File: src/rtl/ins_dispatcher.sv
// Fetches a block of instructions from BRAM and issues them one at a time to the controller.
// Issue waits on ctrl_busy without limit. A watchdog bounds each wait for ctrl_valid.
module ins_dispatcher #(
  parameter int ADDR_W  = 10,
  parameter int INS_W   = 32,
  parameter int TIMEOUT = 1024
) (
  input  logic              clk_i,
  input  logic              rst_ni,
  input  logic              start_i,
  input  logic [ADDR_W-1:0] base_addr_i,
  input  logic [ADDR_W:0]   count_i,
  output logic              busy_o,
  output logic              done_o,
  output logic              err_o,
  output logic [ADDR_W:0]   issued_o,
  output logic              imem_en_o,
  output logic [ADDR_W-1:0] imem_addr_o,
  input  logic [INS_W-1:0]  imem_rdata_i,
  output logic              ctrl_en_o,
  output logic [INS_W-1:0]  ctrl_ins_o,
  input  logic              ctrl_busy_i,
  input  logic              ctrl_valid_i
);

  localparam int WD_W = $clog2(TIMEOUT + 1);
  localparam logic [WD_W-1:0] WD_LAST   = WD_W'(TIMEOUT - 1);
  localparam logic [ADDR_W:0] ISSUE_MAX = {1'b1, {ADDR_W{1'b0}}};

  typedef enum logic [2:0] {IDLE, FETCH, LOAD, ISSUE, WAIT, DONE} state_t;

  state_t            state;
  logic [ADDR_W-1:0] ptr;
  logic [ADDR_W:0]   rem;
  logic [ADDR_W:0]   issued;
  logic [INS_W-1:0]  ins_q;
  logic [WD_W-1:0]   wdog;
  logic              err;

  always_ff @(posedge clk_i or negedge rst_ni) begin
    if (!rst_ni) begin
      state  <= IDLE;
      ptr    <= '0;
      rem    <= '0;
      issued <= '0;
      ins_q  <= '0;
      wdog   <= '0;
      err    <= 1'b0;
    end else begin
      case (state)
        IDLE: begin
          if (start_i) begin
            ptr    <= base_addr_i;
            rem    <= count_i;
            err    <= 1'b0;
            issued <= '0;
            state  <= (count_i == '0) ? DONE : FETCH;
          end
        end
        FETCH: state <= LOAD;
        LOAD: begin
          ins_q <= imem_rdata_i;
          ptr   <= ptr + 1'b1;
          if (rem != '0) rem <= rem - 1'b1;
          state <= ISSUE;
        end
        ISSUE: begin
          if (!ctrl_busy_i) begin
            if (issued != ISSUE_MAX) issued <= issued + 1'b1;
            wdog  <= '0;
            state <= WAIT;
          end
        end
        WAIT: begin
          // A completion arriving on the timeout cycle still counts as success.
          if (ctrl_valid_i) begin
            state <= (rem != '0) ? FETCH : DONE;
          end else if (wdog == WD_LAST) begin
            err   <= 1'b1;
            state <= DONE;
          end else begin
            wdog <= wdog + 1'b1;
          end
        end
        DONE:    state <= IDLE;
        default: state <= IDLE;
      endcase
    end
  end

  assign busy_o      = (state != IDLE);
  assign done_o      = (state == DONE);
  assign err_o       = err;
  assign issued_o    = issued;
  assign imem_en_o   = (state == FETCH);
  assign imem_addr_o = ptr;
  assign ctrl_en_o   = (state == ISSUE) && !ctrl_busy_i;
  assign ctrl_ins_o  = ins_q;

endmodule
File: config.mk
export PLATFORM = sky130hd
export DESIGN_NAME = ins_dispatcher
export DESIGN_NICKNAME = d
export VERILOG_FILES = /design/src/rtl/ins_dispatcher.sv
export SDC_FILE = /design/constraint.sdc
export NUM_CORES = 1
export LEC_CHECK = 0
export CAP_MARGIN = 5
export CORE_ASPECT_RATIO = 0.5
export CORE_UTILIZATION = 43
export DETAILED_ROUTE_END_ITERATION = 16
export GPL_ROUTABILITY_DRIVEN = 0
export PLACE_DENSITY = 0.81
export SLEW_MARGIN = 10
export SYNTH_ARGS = -nofsm -noshare
export SYNTH_HDL_FRONTEND = slang
export SYNTH_SLANG_ARGS = --single-unit
File: constraint.sdc
create_clock -name clk_i -period 1.65 [get_ports clk_i]
set_input_delay 0.2475 -clock clk_i [delete_from_list [all_inputs] [get_ports clk_i]]
set_output_delay 0.2475 -clock clk_i [all_outputs]
set_load 0.02 [all_outputs]
==> results of run 1 <==
layer usage:
| metal | wire length, um | vias up | part of all wire |
|---|---|---|---|
| li1 | - | 1990 | - |
| met1 | 6120 | 2166 | 0.39 |
| met2 | 7450 | 301 | 0.48 |
| met3 | 1160 | 99 | 0.075 |
| met4 | 764 | 2 | 0.049 |
| met5 | 18 | - | 0.0012 |
cells in the final DEF, fill, tap and decap left out, types with 5 or more instances in the layout:
cell and count:
inv_1 8, nand2_2 11, a21oi_1 15, mux2i_1 5, nand2_1 109, nor3_1 7, o2bb2ai_1 7, inv_2 5
clkdlybuf4s50_1 92, nand3_1 18, dlygate4sd2_1 13, dlymetal6s2s_1 5, dfrtp_1 77, buf_4 78, buf_6 23, o21ai_0 11
a31oi_1 7, a21oi_2 7, clkbuf_16 9, nor2_1 16, o31ai_1 9
cells in the mapped netlist, types with 3 or more instances:
cell and number:
or3_1 6, a31oi_1 7, inv_1 13, nand4_1 4, o22ai_1 3, nor2_1 21, xnor2_1 3, nand3_1 22
clkbuf_1 8, o32ai_1 3, a211oi_1 4, o211ai_1 3, nor3b_1 3, o31ai_1 9, ha_1 6, a21oi_1 22
buf_2 9, mux2i_1 5, dfrtp_1 79, and3_1 4, or4_1 4, buf_1 5, nand2_1 122, o2bb2ai_1 7
o21ai_0 14, nor3_1 9, or2_2 3, nand2b_1 3, nor4_1 11
layout make-up:
| class | count | area, um2 | area share |
|---|---|---|---|
| flip-flops and latches | 79 | 1980 | 0.289 |
| well taps | 117 | 146 | 0.0214 |
| multi-input cells | 327 | 2250 | 0.330 |
| repair buffers | 221 | 2120 | 0.310 |
| inverters | 13 | 48.8 | 0.00714 |
| clock buffers | 9 | 225 | 0.0329 |
| clock inverters | 7 | 62.6 | 0.00915 |
through the flow:
step | utilization | total power (W)
6_report | 0.772 | 0.0130
5_1_grt | 0.772 | 0.0136
4_1_cts | 0.726 | 0.0118
3_5_place_dp | 0.655 | 0.00907
3_3_place_gp | 0.655 | 0.00888
2_1_floorplan | - | 0.00641
power by group:
part / switching [W] / leakage [nW] / internal, W / total [W]
Clock: 0.000909 / 0.139 / 0.00105 / 0.00196
Combinational: 0.00415 / 1.96 / 0.00364 / 0.00779
Sequential: 0.000596 / 0.987 / 0.00266 / 0.00325
Total: 0.00565 / 3.08 / 0.00735 / 0.0130
worst max-delay path, stage by stage, from the launching register on:
cell	delay [ns]
dfrtp_1	0.42
buf_6	0.15
nor4b_4	0.34
o41ai_4	0.20
or4_4	0.58
a21oi_2	0.12
registers in the layout, indices dropped and copies added, names as in the netlist:
signal and count:
ctrl_ins_o 32, err_o 1, rem 11, state 3
wdog 11, imem_addr_o 10, issued_o 11
how the worst max path moves through the flow:
stage / startpoint / end / slack [ns] / cells after the start
floorplan: state[0]$_DFFE_PN0P_ / imem_addr_o[4]$_DFFE_PN0P_ / -0.07 / 6
global placement: ctrl_valid_i / wdog[5]$_DFFE_PN0P_ / -0.33 / 5
detailed placement: start_i / rem[9]$_DFFE_PN0P_ / -0.39 / 6
CTS: state[1]$_DFFE_PN0P_ / wdog[8]$_DFFE_PN0P_ / -0.12 / 5
global route: state[0]$_DFFE_PN0P_ / wdog[5]$_DFFE_PN0P_ / -0.34 / 6
finish: state[0]$_DFFE_PN0P_ / wdog[8]$_DFFE_PN0P_ / -0.23 / 5
logic make-up (layout without fill, tap and decap cells):
group	Yosys count	in the layout	share of synthesized area
AO/OA/AOI/OAI	84	84	0.142
XOR/XNOR	3	3	0.00659
adder cells (fa/ha/maj)	6	6	0.0188
buffers and inverters	38	250	0.0433
flip-flops	79	79	0.496
multiplexers	7	7	0.0182
AND/OR/NAND/NOR	227	227	0.275
repair_timing:
action / CTS / global route
resized for setup: 75 / 78
cloned: 3 / 0
pin swaps: 23 / 22
hold endpoints to repair: 28 / 0
endpoints found under the setup margin: 54 / 73
hold buffers: 1 / 0
setup buffers: 8 / 19
==> impl_results.html, run 1 <==
<table>
<tr><th>Metric</th><th>Value</th></tr>
<tr><th colspan="2">Detailed routing</th></tr>
<tr><td>Wire length reported by the detailed router</td><td>~16 mm</td></tr>
<tr><td>Router iterations before antenna repair</td><td>12</td></tr>
<tr><td>Ratio of routed vias to standard cells</td><td>5.90</td></tr>
<tr><td>Number of DRC violations after detailed-routing iteration 0</td><td>approximately 430</td></tr>
<tr><td>Detailed-route via count</td><td>4558</td></tr>
<tr><td>Number of design rule violations left after detail routing</td><td>3</td></tr>
<tr><td>Residual antenna-violating net count after detailed routing</td><td>0</td></tr>
<tr><td>Routed length per instance</td><td>20.1 um</td></tr>
<tr><th colspan="2">Global routing</th></tr>
<tr><td>Wire length of the first global-routing pass</td><td>21.1 mm</td></tr>
<tr><td>Vias in the first global route</td><td>approximately 4.2k</td></tr>
<tr><td>Met2 routing resource usage after global routing</td><td>0.481</td></tr>
<tr><td>Leftover overflow at the end of global routing</td><td>0</td></tr>
<tr><td>Combined global-route utilization of all metal layers</td><td>0.278</td></tr>
<tr><td>Met3 GRT Util</td><td>0.0569</td></tr>
<tr><td>Layer with the highest usage after global routing</td><td>met2</td></tr>
<tr><td>Largest net degree at the start of global routing</td><td>32</td></tr>
<tr><td>Initial antenna violation count</td><td>1</td></tr>
<tr><td>GR Util met1</td><td>0.346</td></tr>
<tr><th colspan="2">Setup path</th></tr>
<tr><td>Sort of element at the start of the critical path</td><td>flop</td></tr>
<tr><td>Critical path start-end classification</td><td>flop to flop</td></tr>
<tr><td>Critical path capture point type</td><td>flop</td></tr>
<tr><td>Crit path DAT</td><td>2.15 ns</td></tr>
<tr><td>Worst-case reg-to-reg path depth</td><td>5</td></tr>
<tr><td>RR Endpoint</td><td>wdog[8]$_DFFE_PN0P_</td></tr>
<tr><td>RR Startpoint</td><td>state[0]$_DFFE_PN0P_</td></tr>
<tr><td>WP data required</td><td>between 1.5 and 2 ns</td></tr>
<tr><td>Peak fanout along the critical path</td><td>7</td></tr>
<tr><td>Reg2Reg Setup Slack</td><td>-0.23 ns</td></tr>
<tr><th colspan="2">Timing</th></tr>
<tr><td>Final slew viol count</td><td>0</td></tr>
<tr><td>Clock skew</td><td>about 0.0079 ns</td></tr>
<tr><td>Final clock period utilization by the worst path</td><td>1.14</td></tr>
<tr><td>Final number of setup-violating endpoints</td><td>48</td></tr>
<tr><td>Sum of negative setup slack</td><td>-4.79 ns</td></tr>
<tr><td>Final Hold Fails</td><td>0</td></tr>
<tr><td>Highest attainable clock frequency</td><td>~0.53 GHz</td></tr>
<tr><td>Worst Max-Slew Pin Slew</td><td>approximately 0.60 ns</td></tr>
<tr><td>Unrepaired setup endpoints after global routing</td><td>true</td></tr>
<tr><td>Clock period minus worst slack</td><td>between 1.5 and 2 ns</td></tr>
<tr><td>Max transition margin</td><td>0.595</td></tr>
<tr><td>Final worst-path setup slack</td><td>-0.232 ns</td></tr>
<tr><td>Smallest hold slack</td><td>approximately 0.40 ns</td></tr>
<tr><th colspan="2">Job</th></tr>
<tr><td>Maxcap violations</td><td>0</td></tr>
<tr><th colspan="2">Place</th></tr>
<tr><td>Buffers on Ports</td><td>around 120</td></tr>
<tr><td>Placed cell count</td><td>726</td></tr>
<tr><td>Total placed instance area</td><td>just under 6000 um2</td></tr>
<tr><td>Detail Placement HPWL</td><td>roughly 8.4 mm</td></tr>
<tr><td>Pre-CTS setup slack</td><td>-0.390 ns</td></tr>
<tr><th colspan="2">Floorplan</th></tr>
<tr><td>Total core area</td><td>just under 9000 um2</td></tr>
<tr><td>Die ar.</td><td>a little under 10000 um2</td></tr>
<tr><td>Starting Density</td><td>0.450</td></tr>
<tr><td>Vert. Die Dim</td><td>approximately 70 um</td></tr>
<tr><td>Number of placed I/O pins</td><td>approximately 120</td></tr>
<tr><td>Rows</td><td>24</td></tr>
<tr><td>X dimension of the die</td><td>138 um</td></tr>
<tr><th colspan="2">Synthesis</th></tr>
<tr><td>Top cells by area in the synthesized netlist</td><td>dfrtp_1 (50%), nand2_1 (11%), a21oi_1 (2.8%)</td></tr>
<tr><td>Number of instances in the synthesized netlist</td><td>around 440</td></tr>
<tr><td>Number of distinct standard cells referenced by the synthesized netlist</td><td>55</td></tr>
<tr><td>Flip-flop and latch count after synthesis</td><td>79</td></tr>
<tr><td>Net count of the mapped netlist</td><td>approximately 510</td></tr>
<tr><td>Most area-hungry cell type in the Yosys netlist</td><td>dfrtp_1</td></tr>
<tr><td>Synth async-reset ratio</td><td>1.00</td></tr>
<tr><td>Top cell type's share of synthesized area</td><td>0.496</td></tr>
<tr><td>Total number of yosys warnings</td><td>0</td></tr>
<tr><td>Number of enable-type register cells in the synthesized netlist</td><td>0</td></tr>
<tr><td>Synth Cell Area</td><td>around 4000 um2</td></tr>
<tr><td>Post-synthesis average cell area</td><td>8.98 um2</td></tr>
<tr><td>Most used DFF post-synth</td><td>dfrtp_1</td></tr>
<tr><td>Sequential cell area fraction in the yosys report</td><td>0.496</td></tr>
<tr><th colspan="2">CTS</th></tr>
<tr><td>Bufs on Longest Clock Path</td><td>2</td></tr>
<tr><td>CTS root buffer</td><td>clkbuf_16</td></tr>
<tr><td>TritonCTS Buffers</td><td>9</td></tr>
<tr><td>TritonCTS clock tree</td><td>yes</td></tr>
<tr><td>Clock latency at the later pin of the worst-skew pair</td><td>around 0.35 ns</td></tr>
<tr><td>Clock transition at path regs</td><td>around 0.07 ns</td></tr>
<tr><td>Clock sink count</td><td>79</td></tr>
<tr><td>H-tree level count</td><td>3</td></tr>
<tr><th colspan="2">Finish</th></tr>
<tr><td>Final cell count without fillers</td><td>a little under 800</td></tr>
<tr><td>Area added between synthesis and finish</td><td>71.6%</td></tr>
<tr><td>N_diodes</td><td>0</td></tr>
<tr><td>Post-layout net count</td><td>roughly 720</td></tr>
<tr><td>Fill cell instance count of the final layout</td><td>roughly 490</td></tr>
<tr><td>Fraction of layout instances using a drive strength above 1</td><td>0.322</td></tr>
<tr><td>Design area</td><td>just under 7000 um2</td></tr>
<tr><th colspan="2">Power and ir drop</th></tr>
<tr><td>Static leakage power</td><td>about 3.1 nW</td></tr>
<tr><td>Power density relative to cell area</td><td>approximately 1900 nW/um2</td></tr>
<tr><td>Largest voltage drop on the vdd net</td><td>approximately 1.0 mV</td></tr>
<tr><th colspan="2">Run status</th></tr>
<tr><td>Result of the run</td><td>complete, but fails checks</td></tr>
<tr><td>Failing checks</td><td>design-rule violations, negative setup slack</td></tr>
<tr><th colspan="2">Worst hold path</th></tr>
<tr><td>Worst hold-check path type</td><td>primary input to asynchronous set/reset pin</td></tr>
</table>
(Power assumes the default switching activity.)
==> run 2, diff against run 1 <==
--- a/config.mk
+++ b/config.mk
@@ -5,9 +5,10 @@
 export SDC_FILE = /design/constraint.sdc
 export NUM_CORES = 1
 export LEC_CHECK = 0
+export ABC_AREA = 1
 export CAP_MARGIN = 5
 export CORE_ASPECT_RATIO = 0.5
-export CORE_UTILIZATION = 43
+export CORE_UTILIZATION = 44
 export DETAILED_ROUTE_END_ITERATION = 16
 export GPL_ROUTABILITY_DRIVEN = 0
 export PLACE_DENSITY = 0.81
==> run 2 against run 1 <==
Net effect: the flow now finishes without violations; sequential power fell by 1%; clock skew barely moved; core utilization shrank 13 points; global-route usage decreased by 5.3 points; via count fell by 4.0%; fmax grew 17%; final cell count increased by 15%; critical path depth down 4; register-to-register slack improved by 0.36 ns; synthesized area is 11% higher; worst setup slack improved by 0.28 ns; critical path type is now flop to output pin.
==> impl_results.html, run 2 <==
<table>
<tr><th>Metric</th><th>Value</th></tr>
<tr><th colspan="2">CTS</th></tr>
<tr><td>TritonCTS clock tree</td><td>yes</td></tr>
<tr><td>Clock sink count</td><td>79 (unchanged)</td></tr>
<tr><td>Setup Fix Bufs, Post-CTS</td><td>0 (-8)</td></tr>
<tr><td>TritonCTS Buffers</td><td>9 (unchanged)</td></tr>
<tr><td>Bufs on Longest Clock Path</td><td>2 (unchanged)</td></tr>
<tr><td>CTS root buffer</td><td>clkbuf_16</td></tr>
<tr><td>Clock latency at the later pin of the worst-skew pair</td><td>0.34 ns (about the same)</td></tr>
<tr><td>Clock transition at path regs</td><td>0.06 ns (about the same)</td></tr>
<tr><td>H-tree level count</td><td>3 (unchanged)</td></tr>
<tr><th colspan="2">Power and ir drop</th></tr>
<tr><td>Overall power after layout</td><td>0.0107 W (-18%)</td></tr>
<tr><td>Power density relative to cell area</td><td>1720 nW/um2 (-9.4%)</td></tr>
<tr><td>Static leakage power</td><td>3.10 nW (+0.40%)</td></tr>
<tr><td>Largest voltage drop on the vdd net</td><td>1.04 mV (+0.46%)</td></tr>
<tr><th colspan="2">Global routing</th></tr>
<tr><td>Combined global-route utilization of all metal layers</td><td>0.225 (-0.0533)</td></tr>
<tr><td>Initial antenna violation count</td><td>0 (-1)</td></tr>
<tr><td>Vias in the first global route</td><td>4108 (-2.8%)</td></tr>
<tr><td>Leftover overflow at the end of global routing</td><td>0 (unchanged)</td></tr>
<tr><td>Largest net degree at the start of global routing</td><td>39 (+22%)</td></tr>
<tr><td>Wire length of the first global-routing pass</td><td>18.4 mm (-13%)</td></tr>
<tr><th colspan="2">Timing</th></tr>
<tr><td>Clock period minus worst slack</td><td>1.60 ns (-0.279 ns)</td></tr>
<tr><td>Final Hold Fails</td><td>0 (unchanged)</td></tr>
<tr><td>Sum of negative setup slack</td><td>0 ns (+4.79 ns)</td></tr>
<tr><td>Final number of setup-violating endpoints</td><td>0 (-100%)</td></tr>
<tr><td>Highest attainable clock frequency</td><td>0.624 GHz (+17%)</td></tr>
<tr><td>Final slew viol count</td><td>0 (unchanged)</td></tr>
<tr><td>Clock skew</td><td>0.00820 ns (+0.000327 ns)</td></tr>
<tr><td>Final clock period utilization by the worst path</td><td>0.971 (-0.169)</td></tr>
<tr><td>Worst Max-Slew Pin Slew</td><td>0.464 ns (-0.137 ns)</td></tr>
<tr><td>Unrepaired setup endpoints after global routing</td><td>false</td></tr>
<tr><td>Max transition margin</td><td>0.690 (+0.0952)</td></tr>
<tr><th colspan="2">Synthesis</th></tr>
<tr><td>Total number of yosys warnings</td><td>0 (unchanged)</td></tr>
<tr><td>Synth async-reset ratio</td><td>1.00 (unchanged)</td></tr>
<tr><td>Number of instances in the synthesized netlist</td><td>615 (+39%)</td></tr>
<tr><td>Number of enable-type register cells in the synthesized netlist</td><td>0 (unchanged)</td></tr>
<tr><td>Top cells by area in the synthesized netlist</td><td>dfrtp_1 (45%), nand2_1 (22%), nor2_1 (4.4%)</td></tr>
<tr><td>Flip-flop and latch count after synthesis</td><td>79 (unchanged)</td></tr>
<tr><td>Sequential cell area fraction in the yosys report</td><td>0.447 (-0.0492)</td></tr>
<tr><td>Synth Cell Area</td><td>4420 um2 (+11%)</td></tr>
<tr><td>Number of distinct standard cells referenced by the synthesized netlist</td><td>31 (-44%)</td></tr>
<tr><td>Most used standard cells in the synthesized netlist</td><td>nand2_1 (255), dfrtp_1 (79), nor2_1 (52)</td></tr>
<tr><td>Most used DFF post-synth</td><td>dfrtp_1</td></tr>
<tr><td>Most area-hungry cell type in the Yosys netlist</td><td>dfrtp_1</td></tr>
<tr><td>Net count of the mapped netlist</td><td>679 (+34%)</td></tr>
<tr><td>Post-synthesis average cell area</td><td>7.19 um2 (-20%)</td></tr>
<tr><td>Count leader, synth</td><td>nand2_1</td></tr>
<tr><td>Top cell type's share of synthesized area</td><td>0.447 (-0.0492)</td></tr>
<tr><th colspan="2">Setup path</th></tr>
<tr><td>Crit path DAT</td><td>1.36 ns (-0.79 ns)</td></tr>
<tr><td>Origin of the worst setup path</td><td>imem_addr_o[6]$_DFFE_PN0P_</td></tr>
<tr><td>RR Startpoint</td><td>state[2]$_DFFE_PN0P_</td></tr>
<tr><td>Reg2Reg Setup Slack</td><td>0.13 ns (+0.36 ns)</td></tr>
<tr><td>Critical path start-end classification</td><td>flop to output pin</td></tr>
<tr><td>Slowest cell on crit path</td><td>clkdlybuf4s50_1</td></tr>
<tr><td>Worst-case reg-to-reg path depth</td><td>8 (+3)</td></tr>
<tr><td>Worst-path cell chain</td><td>clkdlybuf4s50_1</td></tr>
<tr><td>Critical path capture point type</td><td>output pin</td></tr>
<tr><td>RR Endpoint</td><td>imem_addr_o[8]$_DFFE_PN0P_</td></tr>
<tr><td>Peak fanout along the critical path</td><td>4 (-3)</td></tr>
<tr><td>Highest cell delay on the worst timing path</td><td>0.63 ns (+0.05 ns)</td></tr>
<tr><td>WP data required</td><td>1.40 ns (-0.52 ns)</td></tr>
<tr><td>Kind of cell adding the most delay to the critical path</td><td>buffers and inverters</td></tr>
<tr><td>Sort of element at the start of the critical path</td><td>flop</td></tr>
<tr><td>Count of buffer and inverter cells on the critical path</td><td>1 (unchanged)</td></tr>
<tr><th colspan="2">Run status</th></tr>
<tr><td>Result of the run</td><td>completed</td></tr>
<tr><th colspan="2">Place</th></tr>
<tr><td>Detail Placement HPWL</td><td>8.09 mm (-3.7%)</td></tr>
<tr><td>Buffers on Ports</td><td>115 (unchanged)</td></tr>
<tr><th colspan="2">Finish</th></tr>
<tr><td>Most common library cell in the layout ignoring fill and taps</td><td>nand2_1</td></tr>
<tr><td>Fill cell instance count of the final layout</td><td>815 (+65%)</td></tr>
<tr><td>Most frequent cells in the layout</td><td>nand2_1 (254), clkdlybuf4s50_1 (92), dfrtp_1 (78)</td></tr>
<tr><td>Total area of multi-input combinational cells</td><td>2150 um2 (-4.6%)</td></tr>
<tr><td>Post-layout net count</td><td>815 (+14%)</td></tr>
<tr><td>Area added between synthesis and finish</td><td>39.8%</td></tr>
<tr><td>Fraction of layout instances using a drive strength above 1</td><td>0.110 (-0.212)</td></tr>
<tr><td>Max FFs per register</td><td>32 (unchanged)</td></tr>
<tr><td>N_diodes</td><td>0 (unchanged)</td></tr>
<tr><td>Area taken by flip-flops and latches</td><td>1980 um2 (about the same)</td></tr>
<tr><th colspan="2">Floorplan</th></tr>
<tr><td>Die ar.</td><td>10500 um2 (+8.3%)</td></tr>
<tr><td>Starting Density</td><td>0.461 (+0.0109)</td></tr>
<tr><td>Vert. Die Dim</td><td>72.9 um (+4.0%)</td></tr>
<tr><td>Number of placed I/O pins</td><td>116 (unchanged)</td></tr>
<tr><td>Total core area</td><td>9600 um2 (+8.4%)</td></tr>
<tr><td>X dimension of the die</td><td>144 um (+4.1%)</td></tr>
<tr><td>Rows</td><td>25 (+4.2%)</td></tr>
<tr><th colspan="2">Detailed routing</th></tr>
<tr><td>Number of DRC violations after detailed-routing iteration 0</td><td>248 (-42%)</td></tr>
<tr><td>Detailed-route via count</td><td>4377 (-4.0%)</td></tr>
<tr><td>Number of design rule violations left after detail routing</td><td>0 (-3)</td></tr>
<tr><td>Routed length per instance</td><td>12.5 um (-38%)</td></tr>
<tr><td>Residual antenna-violating net count after detailed routing</td><td>0 (unchanged)</td></tr>
<tr><td>Router iterations before antenna repair</td><td>5 (-7)</td></tr>
<tr><td>Wire length reported by the detailed router</td><td>11.2 mm (-28%)</td></tr>
<tr><td>Ratio of routed vias to standard cells</td><td>4.91 (-17%)</td></tr>
<tr><th colspan="2">Job</th></tr>
<tr><td>Maxcap violations</td><td>0 (unchanged)</td></tr>
<tr><th colspan="2">Worst hold path</th></tr>
<tr><td>Worst hold-check path type</td><td>primary input to asynchronous set/reset pin</td></tr>
</table>
-- run 2: cell types whose count changed after synthesis, moves of 7 or more --
cell | before | now
nand2_1 | 122 | 255
inv_1 | 13 | 51
nor2_1 | 21 | 52
nand3_1 | 22 | 38
a21oi_1 | 22 | 10
nor4_1 | 11 | 0
o31ai_1 | 9 | 0
inv_2 | 0 | 8
o21ai_1 | 0 | 8
nand4_1 | 4 | 11
o21ai_0 | 14 | 21
o21bai_1 | 0 | 7
o2bb2ai_1 | 7 | 0
xor2_1 | 0 | 7
-- run 2: cell type report --
cell class,count,share of cell area
inverter,59,0.0366
multi-input combinational,460,0.348
clock inverter,6,0.00850
timing repair buffer,142,0.223
clock buffer,10,0.0370
sequential,79,0.320
tap,135,0.0273
-- run 2: worst max-delay path by stage --
stage / cells after the start / slack, ns / end
floorplan: 11 / 0.09 / issued_o[7]$_DFFE_PN0P_
global placement: 3 / 0.02 / ctrl_en_o
detailed placement: 3 / 0.02 / ctrl_en_o
CTS: 1 / 0.004 / issued_o[9]
global route: 3 / 0.007 / busy_o
finish: 1 / 0.05 / imem_addr_o[6]
-- run 2: per-stage QoR --
stage / cell area, um2 / setup slack, ns / utilization / cells / hold WS [ns]
2_1_floorplan: 4420 / 0.0908 / - / 615 / -0.0481
3_3_place_gp: 5890 / 0.0234 / 0.613 / 874 / 0.236
3_5_place_dp: 5890 / 0.0175 / 0.613 / 874 / 0.231
4_1_cts: 6160 / 0.00444 / 0.641 / 891 / 0.403
5_1_grt: 6190 / 0.00669 / 0.644 / 891 / 0.426
6_report: 6190 / 0.0472 / 0.644 / 891 / 0.405
-- run 2: cell families (layout without fill, tap and decap cells) --
group	Yosys count	in the layout	synth area share
DFF	79	79	0.447
buffers and inverters	76	217	0.0730
AOI/OAI and AO/OA	54	54	0.0699
xor gates and xnor gates	9	9	0.0178
adders and majority gates	6	6	0.0170
and+or+nand+nor	391	391	0.376
-- run 2: report_power, final --
group | total, W | internal (W) | switching [W]
clock network | 0.00187 | 0.00104 | 0.000831
logic | 0.00557 | 0.00227 | 0.00330
registers | 0.00321 | 0.00266 | 0.000555
-- run 2: metal layers --
metal  vias to the layer above  part of all wire  global-route usage
li1                       2210                 -                   -
met1                      2027              0.46               0.295
met2                       124              0.47               0.372
met3                        16             0.053              0.0499
met4                         0             0.017              0.0757
met5                         -                 0                   0
-- run 2: repair_timing --
item / in CTS / in global routing
hold buffers: 1 / 0
endpoints found under the hold margin: 30 / 0
setup endpoints to repair: 18 / 25
resized for setup: 20 / 19
==> run 3, diff against run 2 <==
--- a/config.mk
+++ b/config.mk
@@ -12,7 +12,8 @@
 export DETAILED_ROUTE_END_ITERATION = 16
 export GPL_ROUTABILITY_DRIVEN = 0
 export PLACE_DENSITY = 0.81
-export SLEW_MARGIN = 10
+export SLEW_MARGIN = 20
 export SYNTH_ARGS = -nofsm -noshare
 export SYNTH_HDL_FRONTEND = slang
 export SYNTH_SLANG_ARGS = --single-unit
+export TNS_END_PERCENT = 30
==> run 3 against run 2 <==
Net effect: total power fell by 0.35%; critical path depth up 3; final cell count unchanged; combinational power decreased by 0.7%; global-route usage is the same; wire length down 0.39%; core utilization is 0.078 points lower; worst setup slack lost 0.019 ns; design area down 0.12%; flip-flop and latch count unchanged; clock skew barely moved; first-iteration DRC count is 11% higher; highest routed layer unchanged.
==> impl_results.html, run 3 (synthesis results as in run 2) <==
<table>
<tr><th>Metric</th><th>Value</th></tr>
<tr><th colspan="2">Setup path</th></tr>
<tr><td>Worst-path cell chain</td><td>inv_2 -&gt; nand3_2 -&gt; nor2_1 -&gt; clkdlybuf4s15_1</td></tr>
<tr><td>Critical path start-end classification</td><td>flop to output pin</td></tr>
<tr><td>Slowest cell on crit path</td><td>dfrtp_1</td></tr>
<tr><td>Crit path DAT</td><td>1.37 ns (about the same)</td></tr>
<tr><td>Sort of element at the start of the critical path</td><td>flop</td></tr>
<tr><td>Count of buffer and inverter cells on the critical path</td><td>2 (+1)</td></tr>
<tr><td>Peak fanout along the critical path</td><td>5 (+1)</td></tr>
<tr><td>Kind of cell adding the most delay to the critical path</td><td>buffers and inverters</td></tr>
<tr><td>WP data required</td><td>1.40 ns (about the same)</td></tr>
<tr><td>Highest cell delay on the worst timing path</td><td>0.41 ns (-0.22 ns)</td></tr>
<tr><td>Critical path capture point type</td><td>output pin</td></tr>
<tr><th colspan="2">CTS</th></tr>
<tr><td>Clock sink count</td><td>79 (unchanged)</td></tr>
<tr><td>Clock transition at path regs</td><td>0.06 ns (about the same)</td></tr>
<tr><td>Bufs on Longest Clock Path</td><td>2 (unchanged)</td></tr>
<tr><td>CTS root buffer</td><td>clkbuf_16</td></tr>
<tr><td>Setup Fix Bufs, Post-CTS</td><td>0 (unchanged)</td></tr>
<tr><td>TritonCTS clock tree</td><td>yes</td></tr>
<tr><td>Clock latency at the later pin of the worst-skew pair</td><td>0.34 ns (about the same)</td></tr>
<tr><td>TritonCTS Buffers</td><td>9 (unchanged)</td></tr>
<tr><td>H-tree level count</td><td>3 (unchanged)</td></tr>
<tr><th colspan="2">Global routing</th></tr>
<tr><td>Vias in the first global route</td><td>4108 (unchanged)</td></tr>
<tr><td>Initial antenna violation count</td><td>0 (unchanged)</td></tr>
<tr><td>Leftover overflow at the end of global routing</td><td>0 (unchanged)</td></tr>
<tr><td>Largest net degree at the start of global routing</td><td>39 (unchanged)</td></tr>
<tr><td>Wire length of the first global-routing pass</td><td>18.4 mm (unchanged)</td></tr>
<tr><td>Combined global-route utilization of all metal layers</td><td>0.225 (unchanged)</td></tr>
<tr><th colspan="2">Place</th></tr>
<tr><td>Placed cell count</td><td>874 (unchanged)</td></tr>
<tr><td>Buffers on Ports</td><td>115 (unchanged)</td></tr>
<tr><td>Detail Placement HPWL</td><td>8.09 mm (unchanged)</td></tr>
<tr><td>Total placed instance area</td><td>5890 um2 (unchanged)</td></tr>
<tr><th colspan="2">Finish</th></tr>
<tr><td>Max FFs per register</td><td>32 (unchanged)</td></tr>
<tr><td>Fraction of layout instances using a drive strength above 1</td><td>0.108 (-0.00132)</td></tr>
<tr><td>Post-layout net count</td><td>815 (unchanged)</td></tr>
<tr><td>Most frequent cells in the layout</td><td>nand2_1 (254), clkdlybuf4s50_1 (92), dfrtp_1 (78)</td></tr>
<tr><td>Most common library cell in the layout ignoring fill and taps</td><td>nand2_1</td></tr>
<tr><td>Area added between synthesis and finish</td><td>39.6%</td></tr>
<tr><td>Final cell count without fillers</td><td>891 (unchanged)</td></tr>
<tr><td>Design area</td><td>6180 um2 (-0.12%)</td></tr>
<tr><td>N_diodes</td><td>0 (unchanged)</td></tr>
<tr><th colspan="2">Detailed routing</th></tr>
<tr><td>Number of DRC violations after detailed-routing iteration 0</td><td>275 (+11%)</td></tr>
<tr><td>Detailed-route via count</td><td>4360 (-0.39%)</td></tr>
<tr><td>Detail Route met3 WL</td><td>564 um (-4.9%)</td></tr>
<tr><td>Ratio of routed vias to standard cells</td><td>4.89 (-0.39%)</td></tr>
<tr><td>WL met1</td><td>5.14 mm (+0.19%)</td></tr>
<tr><td>Residual antenna-violating net count after detailed routing</td><td>0 (unchanged)</td></tr>
<tr><td>Router iterations before antenna repair</td><td>5 (unchanged)</td></tr>
<tr><td>Routed length per instance</td><td>12.5 um (-0.39%)</td></tr>
<tr><td>Number of design rule violations left after detail routing</td><td>0 (unchanged)</td></tr>
<tr><td>Wire length reported by the detailed router</td><td>11.1 mm (-0.39%)</td></tr>
<tr><td>Top layer in use</td><td>met4</td></tr>
<tr><td>Wire length on met2</td><td>5.22 mm (-0.50%)</td></tr>
<tr><th colspan="2">Timing</th></tr>
<tr><td>Clock period minus worst slack</td><td>1.62 ns (+0.0189 ns)</td></tr>
<tr><td>Unrepaired setup endpoints after global routing</td><td>true</td></tr>
<tr><td>Final slew viol count</td><td>0 (unchanged)</td></tr>
<tr><td>Highest attainable clock frequency</td><td>0.617 GHz (-1.2%)</td></tr>
<tr><td>Final Hold Fails</td><td>0 (unchanged)</td></tr>
<tr><td>Final clock period utilization by the worst path</td><td>0.983 (+0.0115)</td></tr>
<tr><td>Smallest hold slack</td><td>0.405 ns (-0.0000100 ns)</td></tr>
<tr><td>Max transition margin</td><td>0.690 (-0.000727)</td></tr>
<tr><td>Clock skew</td><td>0.00867 ns (+0.000477 ns)</td></tr>
<tr><td>Sum of negative setup slack</td><td>0 ns (unchanged)</td></tr>
<tr><td>Worst Max-Slew Pin Slew</td><td>0.466 ns (+0.00109 ns)</td></tr>
<tr><td>Final number of setup-violating endpoints</td><td>0 (unchanged)</td></tr>
<tr><th colspan="2">Floorplan</th></tr>
<tr><td>Starting Density</td><td>0.461 (unchanged)</td></tr>
<tr><td>Number of placed I/O pins</td><td>116 (unchanged)</td></tr>
<tr><td>Total core area</td><td>9600 um2 (unchanged)</td></tr>
<tr><td>Vert. Die Dim</td><td>72.9 um (unchanged)</td></tr>
<tr><td>X dimension of the die</td><td>144 um (unchanged)</td></tr>
<tr><td>Rows</td><td>25 (unchanged)</td></tr>
<tr><td>Die ar.</td><td>10500 um2 (unchanged)</td></tr>
<tr><th colspan="2">Power and ir drop</th></tr>
<tr><td>Power density relative to cell area</td><td>1720 nW/um2 (-0.23%)</td></tr>
<tr><td>Static leakage power</td><td>3.09 nW (about the same)</td></tr>
<tr><td>Largest voltage drop on the vdd net</td><td>1.04 mV (about the same)</td></tr>
<tr><th colspan="2">Worst hold path</th></tr>
<tr><td>Worst hold-check path type</td><td>primary input to asynchronous set/reset pin</td></tr>
<tr><th colspan="2">Job</th></tr>
<tr><td>Maxcap violations</td><td>0 (unchanged)</td></tr>
<tr><th colspan="2">Run status</th></tr>
<tr><td>Result of the run</td><td>completed</td></tr>
</table>
[run 3: cell types whose count changed in the layout (fill, tap and decap cells not counted), sizes merged]
cell           previous run  this run
clkbuf                   12        11
clkdlybuf4s15             0         1
[run 3: through the flow]
step	total power [W]	util	setup slack, ns
5_1_grt	0.0114	0.643	-0.0375
3_5_place_dp	0.00878	0.613	0.0175
2_1_floorplan	0.00654	-	0.0908
3_3_place_gp	0.00864	0.613	0.0234
6_report	0.0106	0.643	0.0283
4_1_cts	0.0106	0.641	0.00444
[run 3: worst register-to-register path, stage by stage, from the launching register on]
cell	delay, ns
dfrtp_1	0.41
inv_2	0.12
nand3_2	0.15
buf_12	0.21
nand2_2	0.12
nand2_4	0.06
inv_2	0.22
nand2_1	0.11
o21ai_2	0.07
[run 3: timing repair]
action | CTS | global route
resized for setup | 20 | 14
hold endpoints to repair | 30 | 0
setup endpoints to repair | 18 | 25
hold buffers | 1 | 0
[run 3: final timing paths]
| kind | from | to | slack (ns) | cells after the start |
|---|---|---|---|---|
| worst min register to register | ctrl_ins_o[15]$_DFFE_PN0P_ | ctrl_ins_o[15]$_DFFE_PN0P_ | 0.48 | 2 |
| worst min-delay path | rst_ni | ctrl_ins_o[31]$_DFFE_PN0P_ | 0.41 | 2 |
| max in group asynchronous | rst_ni | ctrl_ins_o[1]$_DFFE_PN0P_ | 0.74 | 3 |
| worst max-delay path | state[2]$_DFFE_PN0P_ | ctrl_en_o | 0.03 | 4 |
| min in group clk_i | imem_rdata_i[22] | ctrl_ins_o[22]$_DFFE_PN0P_ | 0.43 | 3 |
| worst max register to register | state[2]$_DFFE_PN0P_ | rem[0]$_DFFE_PN0P_ | 0.11 | 8 |
[run 3: area by class of cell]
type | count | area [um2]
clock buffers | 10 | 229
clock inverters | 6 | 52.6
fillers | 814 | 3420
inverters | 59 | 221
multi-input cells | 460 | 2140
flip-flops and latches | 79 | 1980
well taps | 135 | 169
repair buffers | 142 | 1390
[run 3: per-layer routing]
| metal | vias to the layer above | global-route usage |
|---|---|---|
| met5 | - | 0 |
| met4 | 0 | 0.0757 |
| met3 | 17 | 0.0499 |
| met2 | 108 | 0.372 |
| met1 | 2029 | 0.295 |
| li1 | 2206 | - |
[run 3: report_power, final]
part | switching [W] | internal (W) | leakage [nW]
logic | 0.00328 | 0.00225 | 1.96
clock network | 0.000833 | 0.00104 | 0.131
registers | 0.000550 | 0.00266 | 1.00
total | 0.00466 | 0.00595 | 3.09
